`src/rtl/lcd_win_ctrl.sv`:
```
// lcd_win_ctrl: buffers an IMG_W x IMG_H raster and streams a WIN x WIN fit/zoom window with backpressure.
// Optional horizontal mirror (cmd 7) is built only when LCD_MIRROR_EN is defined.
module lcd_win_ctrl #(
   parameter int DW    = 8,
   parameter int IMG_W = 12,
   parameter int IMG_H = 9,
   parameter int WIN   = 4
) (
   input  logic          clk,
   input  logic          reset_n,
   input  logic [DW-1:0] datain,
   input  logic [2:0]    cmd,
   input  logic          cmd_valid,
   input  logic          out_ready,
   output logic [DW-1:0] dataout,
   output logic          output_valid,
   output logic          busy
);
   localparam int NPIX = IMG_W * IMG_H;
   localparam int AW   = (NPIX > 1) ? $clog2(NPIX) : 1;
   localparam int CW   = (WIN > 1) ? $clog2(WIN) : 1;

   localparam logic [AW-1:0] X_MAX   = AW'(IMG_W - WIN);
   localparam logic [AW-1:0] Y_MAX   = AW'(IMG_H - WIN);
   localparam logic [AW-1:0] X_CTR   = AW'((IMG_W - WIN) / 2);
   localparam logic [AW-1:0] Y_CTR   = AW'((IMG_H - WIN + 1) / 2);
   localparam logic [AW-1:0] ROW_W   = AW'(IMG_W);
   localparam logic [AW-1:0] SX      = AW'(IMG_W / WIN);
   localparam logic [AW-1:0] SY      = AW'(IMG_H / WIN);
   localparam logic [AW-1:0] SX_H    = AW'((IMG_W / WIN) / 2);
   localparam logic [AW-1:0] SY_H    = AW'((IMG_H / WIN) / 2);
   localparam logic [AW-1:0] LD_LAST = AW'(NPIX - 1);
   localparam logic [CW-1:0] C_LAST  = CW'(WIN - 1);

   localparam logic [2:0] C_LOAD   = 3'd0;
   localparam logic [2:0] C_ZIN    = 3'd1;
   localparam logic [2:0] C_FIT    = 3'd2;
   localparam logic [2:0] C_RIGHT  = 3'd3;
   localparam logic [2:0] C_LEFT   = 3'd4;
   localparam logic [2:0] C_UP     = 3'd5;
   localparam logic [2:0] C_DOWN   = 3'd6;
   localparam logic [2:0] C_MIRROR = 3'd7;

   typedef enum logic [2:0] {
      S_IDLE = 3'd0,
      S_LOAD = 3'd1,
      S_PREP = 3'd2,
      S_OUT  = 3'd3,
      S_DONE = 3'd4
   } state_t;

   typedef enum logic {
      M_FIT  = 1'b0,
      M_ZOOM = 1'b1
   } mode_t;

   logic [DW-1:0] buf_mem [NPIX];

   state_t        state_q, state_d;
   mode_t         mode_q, mode_d;
   logic [AW-1:0] x0_q, x0_d, y0_q, y0_d;
   logic [AW-1:0] ld_cnt_q, ld_cnt_d;
   logic [CW-1:0] row_q, row_d, col_q, col_d;
   logic [DW-1:0] dataout_q, dataout_d;
   logic          valid_q, valid_d;
   logic          busy_q, busy_d;
`ifdef LCD_MIRROR_EN
   logic          mirror_q, mirror_d;
`endif

   logic [CW-1:0] nrow_s, ncol_s, colm_s;
   logic [AW-1:0] addr_s;
   logic          xfer_s, last_s;

   // Address of the next window pixel to present: (0,0) from PREP, else raster successor.
   always_comb begin
      nrow_s = row_q;
      ncol_s = col_q;
      if (state_q == S_PREP) begin
         nrow_s = CW'(0);
         ncol_s = CW'(0);
      end else if (col_q == C_LAST) begin
         nrow_s = row_q + CW'(1);
         ncol_s = CW'(0);
      end else begin
         ncol_s = col_q + CW'(1);
      end
`ifdef LCD_MIRROR_EN
      colm_s = mirror_q ? (C_LAST - ncol_s) : ncol_s;
`else
      colm_s = ncol_s;
`endif
      if (mode_q == M_ZOOM) begin
         addr_s = (y0_q + AW'(nrow_s)) * ROW_W + x0_q + AW'(colm_s);
      end else begin
         addr_s = (SY * AW'(nrow_s) + SY_H) * ROW_W + SX * AW'(colm_s) + SX_H;
      end
   end

   // Command decode, load sequencing and output handshake.
   always_comb begin
      state_d   = state_q;
      mode_d    = mode_q;
      x0_d      = x0_q;
      y0_d      = y0_q;
      ld_cnt_d  = ld_cnt_q;
      row_d     = row_q;
      col_d     = col_q;
      dataout_d = dataout_q;
      valid_d   = valid_q;
`ifdef LCD_MIRROR_EN
      mirror_d  = mirror_q;
`endif
      xfer_s    = valid_q && out_ready;
      last_s    = (row_q == C_LAST) && (col_q == C_LAST);
      case (state_q)
         S_IDLE: begin
            if (cmd_valid) begin
               state_d = S_PREP;
               case (cmd)
                  C_LOAD: begin
                     state_d  = S_LOAD;
                     ld_cnt_d = AW'(0);
                     mode_d   = M_FIT;
`ifdef LCD_MIRROR_EN
                     mirror_d = 1'b0;
`endif
                  end
                  C_ZIN: begin
                     if (mode_q == M_FIT) begin
                        x0_d = X_CTR;
                        y0_d = Y_CTR;
                     end else begin
                        x0_d = x0_q;
                     end
                     mode_d = M_ZOOM;
                  end
                  C_FIT: mode_d = M_FIT;
                  C_RIGHT: begin
                     if ((mode_q == M_ZOOM) && (x0_q < X_MAX)) x0_d = x0_q + AW'(1);
                     else x0_d = x0_q;
                  end
                  C_LEFT: begin
                     if ((mode_q == M_ZOOM) && (x0_q > AW'(0))) x0_d = x0_q - AW'(1);
                     else x0_d = x0_q;
                  end
                  C_UP: begin
                     if ((mode_q == M_ZOOM) && (y0_q > AW'(0))) y0_d = y0_q - AW'(1);
                     else y0_d = y0_q;
                  end
                  C_DOWN: begin
                     if ((mode_q == M_ZOOM) && (y0_q < Y_MAX)) y0_d = y0_q + AW'(1);
                     else y0_d = y0_q;
                  end
                  C_MIRROR: begin
`ifdef LCD_MIRROR_EN
                     mirror_d = ~mirror_q;
`else
                     state_d = S_IDLE;
`endif
                  end
                  default: state_d = S_IDLE;
               endcase
            end else begin
               state_d = S_IDLE;
            end
         end
         S_LOAD: begin
            if (ld_cnt_q == LD_LAST) begin
               state_d  = S_PREP;
               ld_cnt_d = AW'(0);
            end else begin
               ld_cnt_d = ld_cnt_q + AW'(1);
            end
         end
         S_PREP: begin
            row_d     = CW'(0);
            col_d     = CW'(0);
            dataout_d = buf_mem[addr_s];
            valid_d   = 1'b1;
            state_d   = S_OUT;
         end
         S_OUT: begin
            if (xfer_s && last_s) begin
               valid_d = 1'b0;
               state_d = S_DONE;
            end else if (xfer_s) begin
               row_d     = nrow_s;
               col_d     = ncol_s;
               dataout_d = buf_mem[addr_s];
            end else begin
               valid_d = valid_q;
            end
         end
         S_DONE: state_d = S_IDLE;
         default: begin
            state_d = S_IDLE;
            valid_d = 1'b0;
         end
      endcase
      busy_d = (state_d != S_IDLE);
   end

   // Image buffer is intentionally outside reset so a reset keeps the last image.
   always_ff @(posedge clk) begin
      if (state_q == S_LOAD) begin
         buf_mem[ld_cnt_q] <= datain;
      end
   end

   // Control and output registers.
   always_ff @(posedge clk or negedge reset_n) begin
      if (!reset_n) begin
         state_q   <= S_IDLE;
         mode_q    <= M_FIT;
         x0_q      <= X_CTR;
         y0_q      <= Y_CTR;
         ld_cnt_q  <= AW'(0);
         row_q     <= CW'(0);
         col_q     <= CW'(0);
         dataout_q <= DW'(0);
         valid_q   <= 1'b0;
         busy_q    <= 1'b0;
`ifdef LCD_MIRROR_EN
         mirror_q  <= 1'b0;
`endif
      end else begin
         state_q   <= state_d;
         mode_q    <= mode_d;
         x0_q      <= x0_d;
         y0_q      <= y0_d;
         ld_cnt_q  <= ld_cnt_d;
         row_q     <= row_d;
         col_q     <= col_d;
         dataout_q <= dataout_d;
         valid_q   <= valid_d;
         busy_q    <= busy_d;
`ifdef LCD_MIRROR_EN
         mirror_q  <= mirror_d;
`endif
      end
   end

   assign dataout      = dataout_q;
   assign output_valid = valid_q;
   assign busy         = busy_q;

endmodule

```
`config.mk`:
```
export PLATFORM = sky130hd
export DESIGN_NAME = lcd_win_ctrl
export DESIGN_NICKNAME = d
export VERILOG_FILES = /design/src/rtl/lcd_win_ctrl.sv
export SDC_FILE = /design/constraint.sdc
export NUM_CORES = 1
export LEC_CHECK = 0
export ABC_AREA = 0
export ABC_CLOCK_PERIOD_IN_PS = 6900
export BUFFER_PORTS_ARGS = -buffer_cell sky130_fd_sc_hd__buf_4
export CAP_MARGIN = 20
export CORE_MARGIN = 2
export CORE_UTILIZATION = 60
export CTS_CLUSTER_SIZE = 8
export DETAILED_ROUTE_END_ITERATION = 6
export PLACE_DENSITY = 0.76
export SLEW_MARGIN = 20
export SYNTH_ARGS = -nofsm -noshare
export SYNTH_HDL_FRONTEND = slang
export SYNTH_SLANG_ARGS = --single-unit
```
`constraint.sdc`:
```
create_clock -name clk -period 6.9 [get_ports clk]
set_clock_uncertainty 0.05 [all_clocks]
set_input_delay 1.035 -clock clk [delete_from_list [all_inputs] [get_ports clk]]
set_output_delay 1.035 -clock clk [all_outputs]
set_load 0.005 [all_outputs]
```
==> summary by stage <==
STA
The maximum clock frequency is 161.0 MHz. The count of endpoints failing setup in the final report is 0. The clock period could shrink to 6.212 ns. Setup repair after global routing left no endpoint under its margin. The max-slew violation count is 0. The normalized max-slew margin is 25.17%. The final number of hold-violating endpoints was 0. The final cycle utilization of the critical path is 90.03%. The accumulated negative setup slack is 0 ns. For the pin with the worst max-slew slack, the measured transition is 1.122 ns.

Detailed routing
After the first detailed-routing iteration, the DRC count stood at ~2800. In the routed design, unresolved DRC markers number 0. After detailed routing, the average wire length per cell comes to roughly 27 um.

Detailed routing inserted a total of 22980 vias. The count of antenna-violating nets left after detailed routing is 0. The mean number of vias per cell is 6.515. The first TritonRoute pass finished after 5 iterations. The total routed wirelength is 94.81 mm.

Critical path
For this run, the slowest stage of the critical path takes 0.84 ns. STA classifies the critical path endpoint as a flop. The depth of the most critical reg-to-reg path is 19. The classification of the worst setup path is flop to flop. The startpoint type of the worst setup path is a flop. The startpoint identified for the worst register-to-register timing path is col_q[0]. The critical path goes through ha_1 -> xnor2_1 -> or2_2 -> inv_1 -> ha_1 -> inv_1 -> fa_1 -> inv_1 -> ha_1 -> fa_1 -> xor2_1 -> ha_1 -> nand3_1 -> o32ai_1 -> or2_2 -> nand2_1 -> o32ai_1 -> o31ai_1 -> or4_1. The maximum fanout count along the critical path is 36. The signal arrival time at the worst endpoint is approximately 6.7 ns. By instance count, the cell type seen most on the critical path is ha_1. At the worst endpoint, the required time is approximately 7.4 ns. For this design, the slowest cell found on the critical path is or2_2. The slack of the worst reg-to-reg path is between 0.6 and 0.7 ns. The worst reg2reg path endpoint is dataout[1].

The capturing element of the worst setup path is dataout[1]. The launch point of the critical path is col_q[0].

Power
The internal power of the cells is 9.553 mW. The switching part of the total power is 19.64%. The part of the power in registers is between 50% and 60%. The highest ir drop seen on vdd is 258.3 uV. In this run the power density over the cells is 279.9 mW/mm^2. The combinational fraction of design power is 1.1%. Summed over all cells, the static leakage comes to 13.89 nW.

The analysis attributes to net switching a power of 2.334 mW. In this run, the clock network consumes 48.3% of the power. The total chip power is roughly 12 mW.

Finish
Leaving out fill and tap cells, the most frequent cell in the layout is edfxtp_1. The number of antenna diodes is 0. In the final design database the tool counted 2695 nets. Relative to the synthesized area, the layout overhead comes to 12.06%.

The top cell types in the final layout, fill and taps aside, are edfxtp_1 (864), nand2_1 (366), nor2_1 (208). The share of final-layout standard cells stronger than drive strength 1 is roughly 12%.

Floorplan
The initial utilization of the core area, before any placement, comes to roughly three fifths. The die is 255.3 um tall. During I/O placement, the number of pins put on the boundary was 25. The floorplan step set the die width to around 260 um.

The die covers 0.06518 mm^2. The number of rows created at floorplan is 92. The core box area is around 0.063 mm^2.

Synth
Yosys printed 0 warnings. The count of different cell masters after synthesis is 82. In the synthesized netlist the dominant register cell turns out to be edfxtp_1.

Averaged over all synthesized cells, the footprint is 14.59 um^2. The synthesized design contains 864 enable-type register cells. For this run, asynchronously set or reset flops after synthesis account for 4.319%. The synthesized cell area is 0.03789 mm^2.

Of the synthesized area, sequential elements account for between 70% and 80%. When the netlist entered floorplanning its net count stood at 2648. The cell count after synthesis is approximately 2600. The register bit count reported by yosys is 903.

Clocking
TritonCTS built the clock tree. The largest buffer count on any clock path is 3. In this run, post-CTS repair resized a total of 0 instances. The number of levels the H-tree was split into is 4. After clock tree synthesis, the clock-pin slew on the worst setup and hold paths is 0.05 ns.

The tree is rooted in a clkbuf_16. Post-CTS timing repair inserted 0 buffers for setup. The clock latency at the later pin of the worst-skew pair is 0.72 ns. Counting the buffers created by CTS gives 131. Clock tree synthesis found a total of 903 sinks. After clock tree synthesis, the flow added hold-fix buffers numbering 0.

GRT
Summed over all layers, the global routing overflow is 0. The initial antenna violation count was 2. The first-pass GRT wire length is around 140 mm. The maximum number of pins on one net before global-route repair is about 110. The total routing resource utilization after global routing is 29.20%.

The number of global-route vias before repair is approximately 22000.

Flow run
The tool flagged a number of max-cap violations equal to 0.

Status
The flow ran to the end, and the final reports show no timing, DRC or antenna violations.

Place
The placed wire-length estimate after detailed placement is about 56 mm. The port buffer count is 24. At the end of routability-driven placement, the weighted congestion stood at 0.9280.

Min path
The class of the worst hold path is primary input to asynchronous set/reset pin.
==> layer usage <==
metal	share of wire, %	GRT usage [%]	up-vias
li1	-	-	9956
met1	39	40.71	11510
met2	47	45.06	1301
met3	10	7.272	207
met4	3.3	10.75	2
met5	0.014	0	-
==> synth_stat cells (13+ instances only) <==
cell type | n | share of area, %
edfxtp_1 | 864 | 68
nand2_1 | 367 | 3.6
nor2_1 | 211 | 2.1
mux2i_1 | 183 | 4.8
nand3_1 | 159 | 2.1
buf_2 | 62 | 0.82
o21ai_0 | 58 | 0.77
clkbuf_1 | 55 | 0.54
mux2_2 | 48 | 1.4
a31oi_1 | 45 | 0.74
nor2b_1 | 42 | 0.69
a211oi_1 | 38 | 0.75
dfrtp_1 | 36 | 2.4
mux4_2 | 35 | 2.1
ha_1 | 31 | 1.0
and3_1 | 24 | 0.40
a21oi_1 | 21 | 0.28
buf_4 | 21 | 0.42
inv_1 | 19 | 0.19
a311oi_1 | 17 | 0.39
a22oi_1 | 16 | 0.32
o32ai_1 | 15 | 0.35
a221oi_1 | 14 | 0.32
o31ai_1 | 13 | 0.26
xnor2_1 | 13 | 0.30
==> final cells by class <==
class	instances	area [um^2]
Timing Repair Buffer	66	599.3
Sequential cell	903	26920
Inverter	20	75.07
Fill cell	4144	20270
Clock buffer	159	3500
Clock inverter	11	133.9
Tap cell	846	1059
Multi-Input combinational cell	1522	10170
==> how the worst min path moves through the flow <==
| stage | slack [ns] | depth (start not counted) | endpoint | from |
|---|---|---|---|---|
| after global placement | 0.42 | 1 | y0_q[6] | y0_q[6] |
| final | 0.27 | 1 | x0_q[3] | reset_n |
| after global routing | 0.30 | 1 | x0_q[1] | reset_n |
| after floorplan | 0.39 | 1 | y0_q[6] | y0_q[6] |
| after detailed placement | 0.43 | 1 | y0_q[6] | y0_q[6] |
| after CTS | 0.26 | 1 | ld_cnt_q[1] | reset_n |
==> worst max-delay path: cells and delay by family, from the launching register on <==
kind | cells | cell delay [ns]
DFF | 1 | 0.41
AOI/OAI and AO/OA | 3 | 0.84
xor gates and xnor gates | 2 | 0.38
adders and majority gates | 6 | 2.00
and+or+nand+nor | 5 | 2.14
buffers and inverters | 3 | 0.21
==> cells by family after synthesis <==
kind of cell	after synthesis	synth area share, %
muxes	266	8.341
adders and majority gates	36	1.288
AOI/OAI and AO/OA	323	6.261
DFF	903	71.06
and+or+nand+nor	876	10.30
buffers and inverters	172	2.235
xor gates and xnor gates	21	0.5217
==> state kept, by name (all words and copies together) (netlist names) <==
| name | flops |
|---|---|
| buf_mem | 864 |
| busy | 1 |
| col_q | 2 |
| dataout | 8 |
| ld_cnt_q | 7 |
| mode_q | 1 |
| output_valid | 1 |
| row_q | 2 |
| state_q | 3 |
| x0_q | 7 |
| y0_q | 7 |
==> power by group through the flow <==
stage / clock network [mW] / registers [mW] / logic, mW
after floorplan: 0 / 6.12 / 0.0169
after global placement: 0 / 6.12 / 0.119
after detailed placement: 0 / 6.12 / 0.126
after CTS: 5.77 / 6.02 / 0.127
after global routing: 6.01 / 6.01 / 0.137
final: 5.74 / 6.02 / 0.127
==> per-stage QoR <==
step	utilization (%)	instance area [um^2]	std cells	setup slack, ns	hold WS [ns]
floorplan	-	37890	2597	1.767	0.3912
global placement	61.87	38810	3357	0.8777	0.4178
detailed placement	61.88	38820	3357	0.7756	0.4320
CTS	67.67	42450	3527	0.6996	0.2628
global route	67.68	42460	3527	0.2749	0.2975
finish	67.68	42460	3527	0.6880	0.2720
(Power assumes the default switching activity.)
